<file path="src/rtl/cpu_cycle_sequencer_pkg.sv">
// Shared cycle/opcode definitions for the instruction sequencer and the control-word decoder.
// One copy of the Gray cycle codes and the per-group last-cycle table serves both blocks.
package cpu_cycle_sequencer_pkg;

    localparam logic [3:0] CYCLE_0  = 4'b0000;
    localparam logic [3:0] CYCLE_1  = 4'b0001;
    localparam logic [3:0] CYCLE_2  = 4'b0011;
    localparam logic [3:0] CYCLE_3  = 4'b0010;
    localparam logic [3:0] CYCLE_4  = 4'b0110;
    localparam logic [3:0] CYCLE_5  = 4'b0111;
    localparam logic [3:0] CYCLE_6  = 4'b0101;
    localparam logic [3:0] CYCLE_7  = 4'b0100;
    localparam logic [3:0] CYCLE_8  = 4'b1100;
    localparam logic [3:0] CYCLE_9  = 4'b1101;
    localparam logic [3:0] CYCLE_10 = 4'b1111;
    localparam logic [3:0] CYCLE_11 = 4'b1110;
    localparam logic [3:0] CYCLE_12 = 4'b1010;
    localparam logic [3:0] CYCLE_13 = 4'b1011;
    localparam logic [3:0] CYCLE_14 = 4'b1001;
    localparam logic [3:0] CYCLE_15 = 4'b1000;

    localparam logic [3:0] GROUP_SINGLE_REG    = 4'h1;
    localparam logic [3:0] GROUP_MATH_CONSTANT = 4'h2;
    localparam logic [3:0] GROUP_MATH_REG      = 4'h3;
    localparam logic [3:0] GROUP_REG_MEMORY    = 4'h4;
    localparam logic [3:0] GROUP_STACK         = 4'h5;
    localparam logic [3:0] GROUP_BRANCH_JUMPS  = 4'h6;
    localparam logic [3:0] GROUP_EXTENDED      = 4'h7;

    localparam logic [3:0] OP_ADD  = 4'h0;
    localparam logic [3:0] OP_PUSH = 4'h0;
    localparam logic [3:0] OP_POP  = 4'h1;
    localparam logic [3:0] OP_JMP  = 4'h0;

    localparam logic [3:0] LAST_BRANCH   = CYCLE_3;
    localparam logic [3:0] LAST_STANDARD = CYCLE_5;
    localparam logic [3:0] LAST_EXTENDED = CYCLE_8;

    typedef struct packed {
        logic [3:0] group;
        logic [3:0] op;
    } opcode_t;

    function automatic logic [3:0] gray_to_bin(input logic [3:0] g);
        logic [3:0] b;
        b[3] = g[3];
        for (int i = 2; i >= 0; i--) b[i] = b[i+1] ^ g[i];
        return b;
    endfunction

    function automatic logic [3:0] bin_to_gray(input logic [3:0] b);
        return b ^ (b >> 1);
    endfunction

    function automatic logic [3:0] last_cycle_for(input logic [3:0] group, input logic [3:0] last_default);
        logic [3:0] last;
        case (group)
            GROUP_BRANCH_JUMPS:  last = LAST_BRANCH;
            GROUP_SINGLE_REG,
            GROUP_MATH_CONSTANT,
            GROUP_MATH_REG,
            GROUP_REG_MEMORY,
            GROUP_STACK:         last = LAST_STANDARD;
            GROUP_EXTENDED:      last = LAST_EXTENDED;
            default:             last = last_default;
        endcase
        return last;
    endfunction

    function automatic logic op_is_illegal(input opcode_t opc);
        logic bad;
        case (opc.group)
            GROUP_SINGLE_REG,
            GROUP_MATH_CONSTANT,
            GROUP_MATH_REG,
            GROUP_REG_MEMORY,
            GROUP_BRANCH_JUMPS:  bad = 1'b0;
            GROUP_STACK:         bad = (opc.op != OP_PUSH) && (opc.op != OP_POP);
            GROUP_EXTENDED:      bad = (opc.op != OP_JMP);
            default:             bad = 1'b1;
        endcase
        return bad;
    endfunction

endpackage

</file>
<file path="src/rtl/cpu_cycle_sequencer_gray.sv">
// 4-bit Gray-coded cycle counter: clear wins over step, otherwise hold.
// Every 4-bit pattern is a legal Gray code, so the output can never leave the cycle set.
module cycle_gray_counter
    import cpu_cycle_sequencer_pkg::*;
(
    input  logic       clk,
    input  logic       reset,
    input  logic       step,
    input  logic       clear,
    output logic [3:0] cycle
);

    always_ff @(posedge clk or negedge reset) begin
        if (!reset) begin
            cycle <= CYCLE_0;
        end else if (clear) begin
            cycle <= CYCLE_0;
        end else if (step) begin
            cycle <= bin_to_gray(gray_to_bin(cycle) + 4'd1);
        end
    end

endmodule

</file>
<file path="src/rtl/cpu_cycle_sequencer.sv">
// Instruction cycle sequencer: Gray cycle count, opcode/operand fetch latches,
// group-dependent instruction length, halt at instruction boundaries and illegal-opcode flag.
module cpu_cycle_sequencer
    import cpu_cycle_sequencer_pkg::*;
#(
    parameter logic [7:0] RESET_OPCODE = 8'h00,
    parameter logic [3:0] LAST_DEFAULT = 4'b0010
) (
    input  logic       clk,
    input  logic       reset,
    input  logic [7:0] data_in,
    input  logic       mem_wait,
    input  logic       halt,
    output logic [3:0] cycle,
    output logic [3:0] operator_group,
    output logic [3:0] operator,
    output logic [3:0] rg1_sel,
    output logic [3:0] rg2_sel,
    output logic       instr_start,
    output logic       halted,
    output logic       illegal_op
);

    opcode_t    opcode;
    logic [7:0] operand;
    logic       at_cycle0;
    logic       halt_hold;
    logic       advance;
    logic       end_instr;
    logic       step;
    logic [3:0] cyc_idx;
    logic [3:0] last_idx;

    assign at_cycle0 = (cycle == CYCLE_0);
    assign halt_hold = at_cycle0 & halt;
    assign advance   = ~mem_wait & ~halt_hold;

    // Comparing ordinal positions (not codes) also sends any cycle past the group's end back to CYCLE_0.
    // In CYCLE_0..CYCLE_2 the stale opcode is harmless: every group's last cycle is CYCLE_3 or later.
    assign cyc_idx   = gray_to_bin(cycle);
    assign last_idx  = gray_to_bin(last_cycle_for(opcode.group, LAST_DEFAULT));
    assign end_instr = advance & (cyc_idx >= last_idx);
    assign step      = advance & ~end_instr;

    cycle_gray_counter u_counter (
        .clk   (clk),
        .reset (reset),
        .step  (step),
        .clear (end_instr),
        .cycle (cycle)
    );

    always_ff @(posedge clk or negedge reset) begin
        if (!reset) begin
            opcode     <= RESET_OPCODE;
            operand    <= 8'h00;
            illegal_op <= 1'b0;
        end else if (mem_wait) begin
            illegal_op <= 1'b0;
        end else begin
            if (cycle == CYCLE_1) opcode  <= data_in;
            if (cycle == CYCLE_3) operand <= data_in;
            illegal_op <= end_instr & op_is_illegal(opcode);
        end
    end

    assign operator_group = opcode.group;
    assign operator       = opcode.op;
    assign rg1_sel        = operand[7:4];
    assign rg2_sel        = operand[3:0];
    assign instr_start    = at_cycle0 & advance;
    assign halted         = halt_hold;

endmodule

</file>
<file path="config.mk">
export PLATFORM = sky130hd
export DESIGN_NAME = cpu_cycle_sequencer
export DESIGN_NICKNAME = d
export VERILOG_FILES = /design/src/rtl/cpu_cycle_sequencer_pkg.sv /design/src/rtl/cpu_cycle_sequencer_gray.sv /design/src/rtl/cpu_cycle_sequencer.sv
export SDC_FILE = /design/constraint.sdc
export NUM_CORES = 1
export LEC_CHECK = 0
export CORE_UTILIZATION = 41
export CTS_CLUSTER_DIAMETER = 40
export DETAILED_ROUTE_END_ITERATION = 6
export PLACE_DENSITY = 0.81
export SYNTH_ARGS = -nofsm -noshare
export SYNTH_HDL_FRONTEND = slang
export SYNTH_SLANG_ARGS = --single-unit
</file>
<file path="constraint.sdc">
create_clock -name clk -period 2.5 [get_ports clk]
set_clock_uncertainty 0.15 [all_clocks]
set_input_delay 0.5 -clock clk [delete_from_list [all_inputs] [get_ports clk]]
set_output_delay 0.5 -clock clk [all_outputs]
set_load 0.005 [all_outputs]
</file>
-- Yosys cells after proc, flatten, opt, wreduce, memory -nomap -nowiden
Cells that the tools add are included.
- add/sub/neg operators: 1
- multiply operators: 0
- divide/modulo/power cells: 0
- order comparisons: 1
- equal/unequal tests: 10
- shift-type cells: 0
- muxes and demuxes: 6
- bitwise logic cells: 16
- reductions and logical operators: 8
- operators by type and width (kind ; count):
    $eq 4x3->1 const B ; 4
    $eq 4x2->1 const B ; 3
    $reduce_or 5->1 ; 2
    $eq 4x1->1 const B ; 2
    $mux 4 ; 2
    $pmux 4 s2 ; 1
    $and 1x1->1 ; 6
    $xor 1x1->1 ; 6
    $add 4x1->4 const B ; 1
    $ge 4x4->1 ; 1
    $logic_not 4->1 ; 1
    $ne 4x1->1 const B ; 1
    $reduce_and 2->1 ; 2
    $reduce_bool 4->1 ; 1
    $xor 4x3->4 ; 1
    $not 1->1 ; 3
    $pmux 1 s3 ; 1
    $mux 1 ; 2
    $reduce_bool 2->1 ; 1
    $logic_and 1x1->1 ; 1
- register bits after elaboration: 21
- bits in latches: 0
- bits in writable memories: 0
- memory bits (read-only): 0
- input port bits: 12
- output and inout bits: 23
- memories kept: 0

-- Logic depth before layout (Yosys ltp)
- depth after elaboration: 12
- gate-level depth with buffers: 9
- mapped depth without buffers: 9

-- Modules after synthesis
Synthesis repeated with hierarchy kept, for this count alone.
- cell total of the unflattened synthesis: 91
- area total of the unflattened synthesis: 1133.6 um^2
- modules (own cells, without submodules) (module ; times used ; cells each ; area each (um^2) ; seq. area each (um^2)):
    cpu_cycle_sequencer ; 1 ; 64 ; 879.6 ; 425.4
    cycle_gray_counter ; 1 ; 27 ; 254.0 ; 100.1

-- Least setup slack after synthesis
OpenSTA, ideal clock, no wires.
- kind: flip-flop to flip-flop
- from: register u_counter.cycle[3]
- to: register u_counter.cycle[2]
- library setup time: 104 ps
- arrival time: 2497 ps
- data required time: 2246 ps
- path slack: -250 ps
- cell stages (with the launch flop): 10
- path buffers: 0
- clock period less this slack: 2750 ps
- path through: dfrtp_1 inv_1 ha_1 ha_1 xor2_1 ha_1 nand2b_1 a21oi_1 o21ai_0 o41ai_2
- cells in the longest elaborated chain, start to end: 8
- elaborated cells between the ends (all ways): 16
- those cells by class: 1 x add/sub; 1 x order compare; 2 x mux; 10 x bitwise; 2 x reduce/logical
- ends and longest elaborated chain (item ; RTL line ; text):
    start: declaration ; cpu_cycle_sequencer_gray.sv:10 ; output logic [3:0] cycle
    start signal: assignment ; cpu_cycle_sequencer_gray.sv:19 ; cycle <= bin_to_gray(gray_to_bin(cycle) + 4'd1);
    $xor 1x1->1 / $logic_not 4->1 (equally long branches) ; cpu_cycle_sequencer_pkg.sv:47, cpu_cycle_sequencer.sv:34 ;
    $xor 1x1->1 / $and 1x1->1 (equally long branches) ; cpu_cycle_sequencer_pkg.sv:47, cpu_cycle_sequencer.sv:35 ;
    $xor 1x1->1 / $not 1->1 (equally long branches) ; cpu_cycle_sequencer_pkg.sv:47, cpu_cycle_sequencer.sv:36 ;
    $ge 4x4->1 / $and 1x1->1 (equally long branches) ; cpu_cycle_sequencer.sv:42, cpu_cycle_sequencer.sv:36 ;
    $and 1x1->1 ; cpu_cycle_sequencer.sv:42 ; assign end_instr = advance & (cyc_idx >= last_idx);
    $not 1->1 ; cpu_cycle_sequencer.sv:43 ; assign step = advance & ~end_instr;
    $and 1x1->1 ; cpu_cycle_sequencer.sv:43 ;
    $reduce_bool 2->1 (no source line) ; -- ;
Several ways; a longest one is shown, not always the timed one. The select of a mux whose other input is x is not followed.
A chain may end at the register's enable or synchronous reset.

-- Worst setup path in the final report
- from: input halt
- to: output instr_start
- cells in the longest elaborated chain, start to end: 4
- ends and longest elaborated chain (item ; RTL line ; text):
    start: declaration ; cpu_cycle_sequencer.sv:13 ; input logic halt,
    $and 1x1->1 ; cpu_cycle_sequencer.sv:35 ; assign halt_hold = at_cycle0 & halt;
    $not 1->1 ; cpu_cycle_sequencer.sv:36 ; assign advance = ~mem_wait & ~halt_hold;
    $and 1x1->1 ; cpu_cycle_sequencer.sv:36 ;
    $and 1x1->1 ; cpu_cycle_sequencer.sv:71 ; assign instr_start = at_cycle0 & advance;
    end: declaration ; cpu_cycle_sequencer.sv:19 ; output logic instr_start,
No other way between the ends.

==> impl_metrics.ini <==
[cts]
numCtsBuffers = 3
cts.root.buffer_cell = sky130_fd_sc_hd__clkbuf_4
cts.hold.buffers_added = 0
clkSinkCount = 21
clock_tree_from_tritoncts = done
ctsHtreeMaxLevel = 1
clock_path_buffers = 2
worst_skew_pair.late_latency_ns = 0.31
clk_pin_slew_worst_paths_ns = 0.12

[setup_path]
r2r_setup_slack_ns = 0.09
cp_slowest_stage_delay_ns = 0.43
path_max_fanout = 2
critical_path_required_ns = 1.85
cp_slowest_cell = sky130_fd_sc_hd__clkdlybuf4s50_1
worstSetupStartpointType = primary input
path_cells = clkdlybuf4s50_1, nor4bb_4, or2_2, nor4b_2, buf_2
crit_path_end_kind = output pin
worstSetupPathType = in2out
arrival_ns = 1.77

[global_routing]
largest_net_degree_at_the_start_of_global_routing = 22
initial_antenna_violation_count = 0
grt_pass1_wl_um = 4050
number_of_global_route_vias_before_repair = 959
aggregate_global_route_resource_usage_pct = 20.1
grt_overflow_total = 0

[synth]
synth_seq_area_share_pct = 46.7
synth.largest_area_cell = sky130_fd_sc_hd__dfrtp_1
number_of_synthesized_register_bits = 21
synth_commonest_cells = sky130_fd_sc_hd__dfrtp_1 (21), sky130_fd_sc_hd__mux2_2 (16), sky130_fd_sc_hd__ha_1 (7), sky130_fd_sc_hd__inv_1 (7), sky130_fd_sc_hd__nand2_1 (5)
postSynthCellCount = 93
synth_edf_count = 0
avgSynthCellArea_sq_um = 12.1
postSynth.topFlopCell = sky130_fd_sc_hd__dfrtp_1
post_synth_instance_area_sq_um = 1130
ys.warnings.count = 0
synthTopCellsByArea = sky130_fd_sc_hd__dfrtp_1 (47%), sky130_fd_sc_hd__mux2_2 (16%), sky130_fd_sc_hd__ha_1 (7.8%)
postSynthNetCount = 112
netlist-cell-type-count = 35
cell_with_the_most_instances_after_synthesis = sky130_fd_sc_hd__dfrtp_1
postSynth.asyncResetShare_pct = 100
synth.top_cell.area_share_pct = 46.7

[finish]
layout-drive-gt1-share_pct = 35.9
fin_nets = 162
area_growth_syn_to_layout_pct = 52.1
fillers = 212
antenna_cells_inserted = 0
post-route-cell-area_sq_um = 1710

[placement]
post-dp-hpwl_um = 1990
placed_cell_area_sq_um = 1590
io_buffer_count = 34
final_weighted_congestion_in_routability_driven_placement = 0.814

[sta]
timing.final.max_slew_violations = 0
worst-slew-pin-transition_ns = 0.478
setup-tns-final_ns = 0
total_setup_violations_reported_at_the_end_of_the_flow = 0
maxClockFrequency_mhz = 413
finalWorstPathRequiredPeriod_ns = 2.42
hold_violations = 0
maxSlewHeadroom_pct = 68.1
fin_crit_sh_pct = 96.9

[die]
die_width_um = 54.4
die_area_sq_um = 2960
core-area_sq_um = 2540
vertical_die_dimension_um = 54.4
starting_utilization_of_the_core_area_pct = 44.2
top_level_ports = 35
placementRows = 18

[detailed_routing]
drt-wirelength-per-cell_um = 15.5
drcViolationCount = 0
route.antenna.remaining_nets = 0
num_vias = 913
avgViaCountPerCell = 5.31
first_iter_violations = 5
wl_um = 2660
drt_pass1_iterations = 4

[pwr]
vdd_ir_drop_max_uv = 835
pwr_density_cell_nw_per_um2 = 1470
power_leakage_nw = 0.731

[worst_hold_path]
holdCritPathClass = reg2reg

[job]
max_cap_viol_count = 0

[outcome]
run_status = complete, no violations
==> kinds of logic after synthesis <==
kind of cell | share of synthesized area, %
and+or+nand+nor | 14.6
AOI/OAI and AO/OA | 11.0
muxes | 16.0
DFF | 46.7
buffers and inverters | 3.22
adders and majority gates | 7.78
xor gates and xnor gates | 0.778
==> placed cells by master, fill, tap and decap left out, drive strengths merged, types with 5 or more instances in the layout <==
cell,count
buf,14
dfrtp,21
nand2,5
inv,7
clkdlybuf4s50,32
ha,7
mux2,16
==> worst max-delay path, delay by kind of cell <==
family | cells | cell delay, ns
simple gates | 3 | 0.69
buf+inv | 2 | 0.58
==> flip-flops by register name, indices dropped and copies added (netlist names) <==
signal and cells:
operator 4, operand 8, u_counter.cycle 4, illegal_op 1, operator_group 4
==> metal layers <==
| layer | GRT usage, % | routed length, um |
|---|---|---|
| met3 | 5.00 | 133 |
| met2 | 36.0 | 1410 |
| met4 | 8.97 | 41 |
| met1 | 22.3 | 1080 |
| met5 | 0 | 0 |
==> final timing paths <==
kind | start | to | cells past startpoint
worst max-delay path | halt | instr_start | 5
worst min-delay path | operand[7] | operand[7] | 1
worst max register to register | u_counter.cycle[3] | u_counter.cycle[0] | 9
worst min register to register | operand[7] | operand[7] | 1
max in group asynchronous | reset | operator_group[3] | 2
min in group asynchronous | reset | operator[3] | 2
==> layout make-up <==
class	instances	area, sq um	share of cell area (%)
clock inverters	1	5.00	0.292
well taps	30	37.5	2.19
flip-flops and latches	21	526	30.7
inverters	7	26.3	1.53
clock buffers	3	22.5	1.31
multi-input cells	63	664	38.8
repair buffers	47	432	25.2
==> report_power, final <==
part,switching [mW],total [mW],internal [mW]
Clock,0.106,0.166,0.0598
Combinational,0.737,1.73,0.989
Sequential,0.129,0.627,0.498
Total,0.972,2.52,1.55
==> through the flow <==
stage | power (mW) | std cells | util (%) | worst slack, ns | hold slack, ns
after global placement | 1.97 | 163 | 62.6 | -0.299 | 0.341
after floorplan | 1.44 | 93 | - | 0.0384 | 0.0544
after global routing | 2.73 | 172 | 67.3 | -0.00491 | 0.392
after detailed placement | 2.05 | 163 | 62.6 | -0.316 | 0.350
after CTS | 2.28 | 170 | 65.4 | 0.00755 | 0.372
final | 2.52 | 172 | 67.3 | 0.0772 | 0.373
==> what timing repair did <==
action | CTS | global route
cloned | 0 | 0
resized for setup | 9 | 6
setup endpoints to repair | 3 | 4
pin swaps | 3 | 5
buffers inserted | 3 | 2
Power figures use the tool's default switching activity.
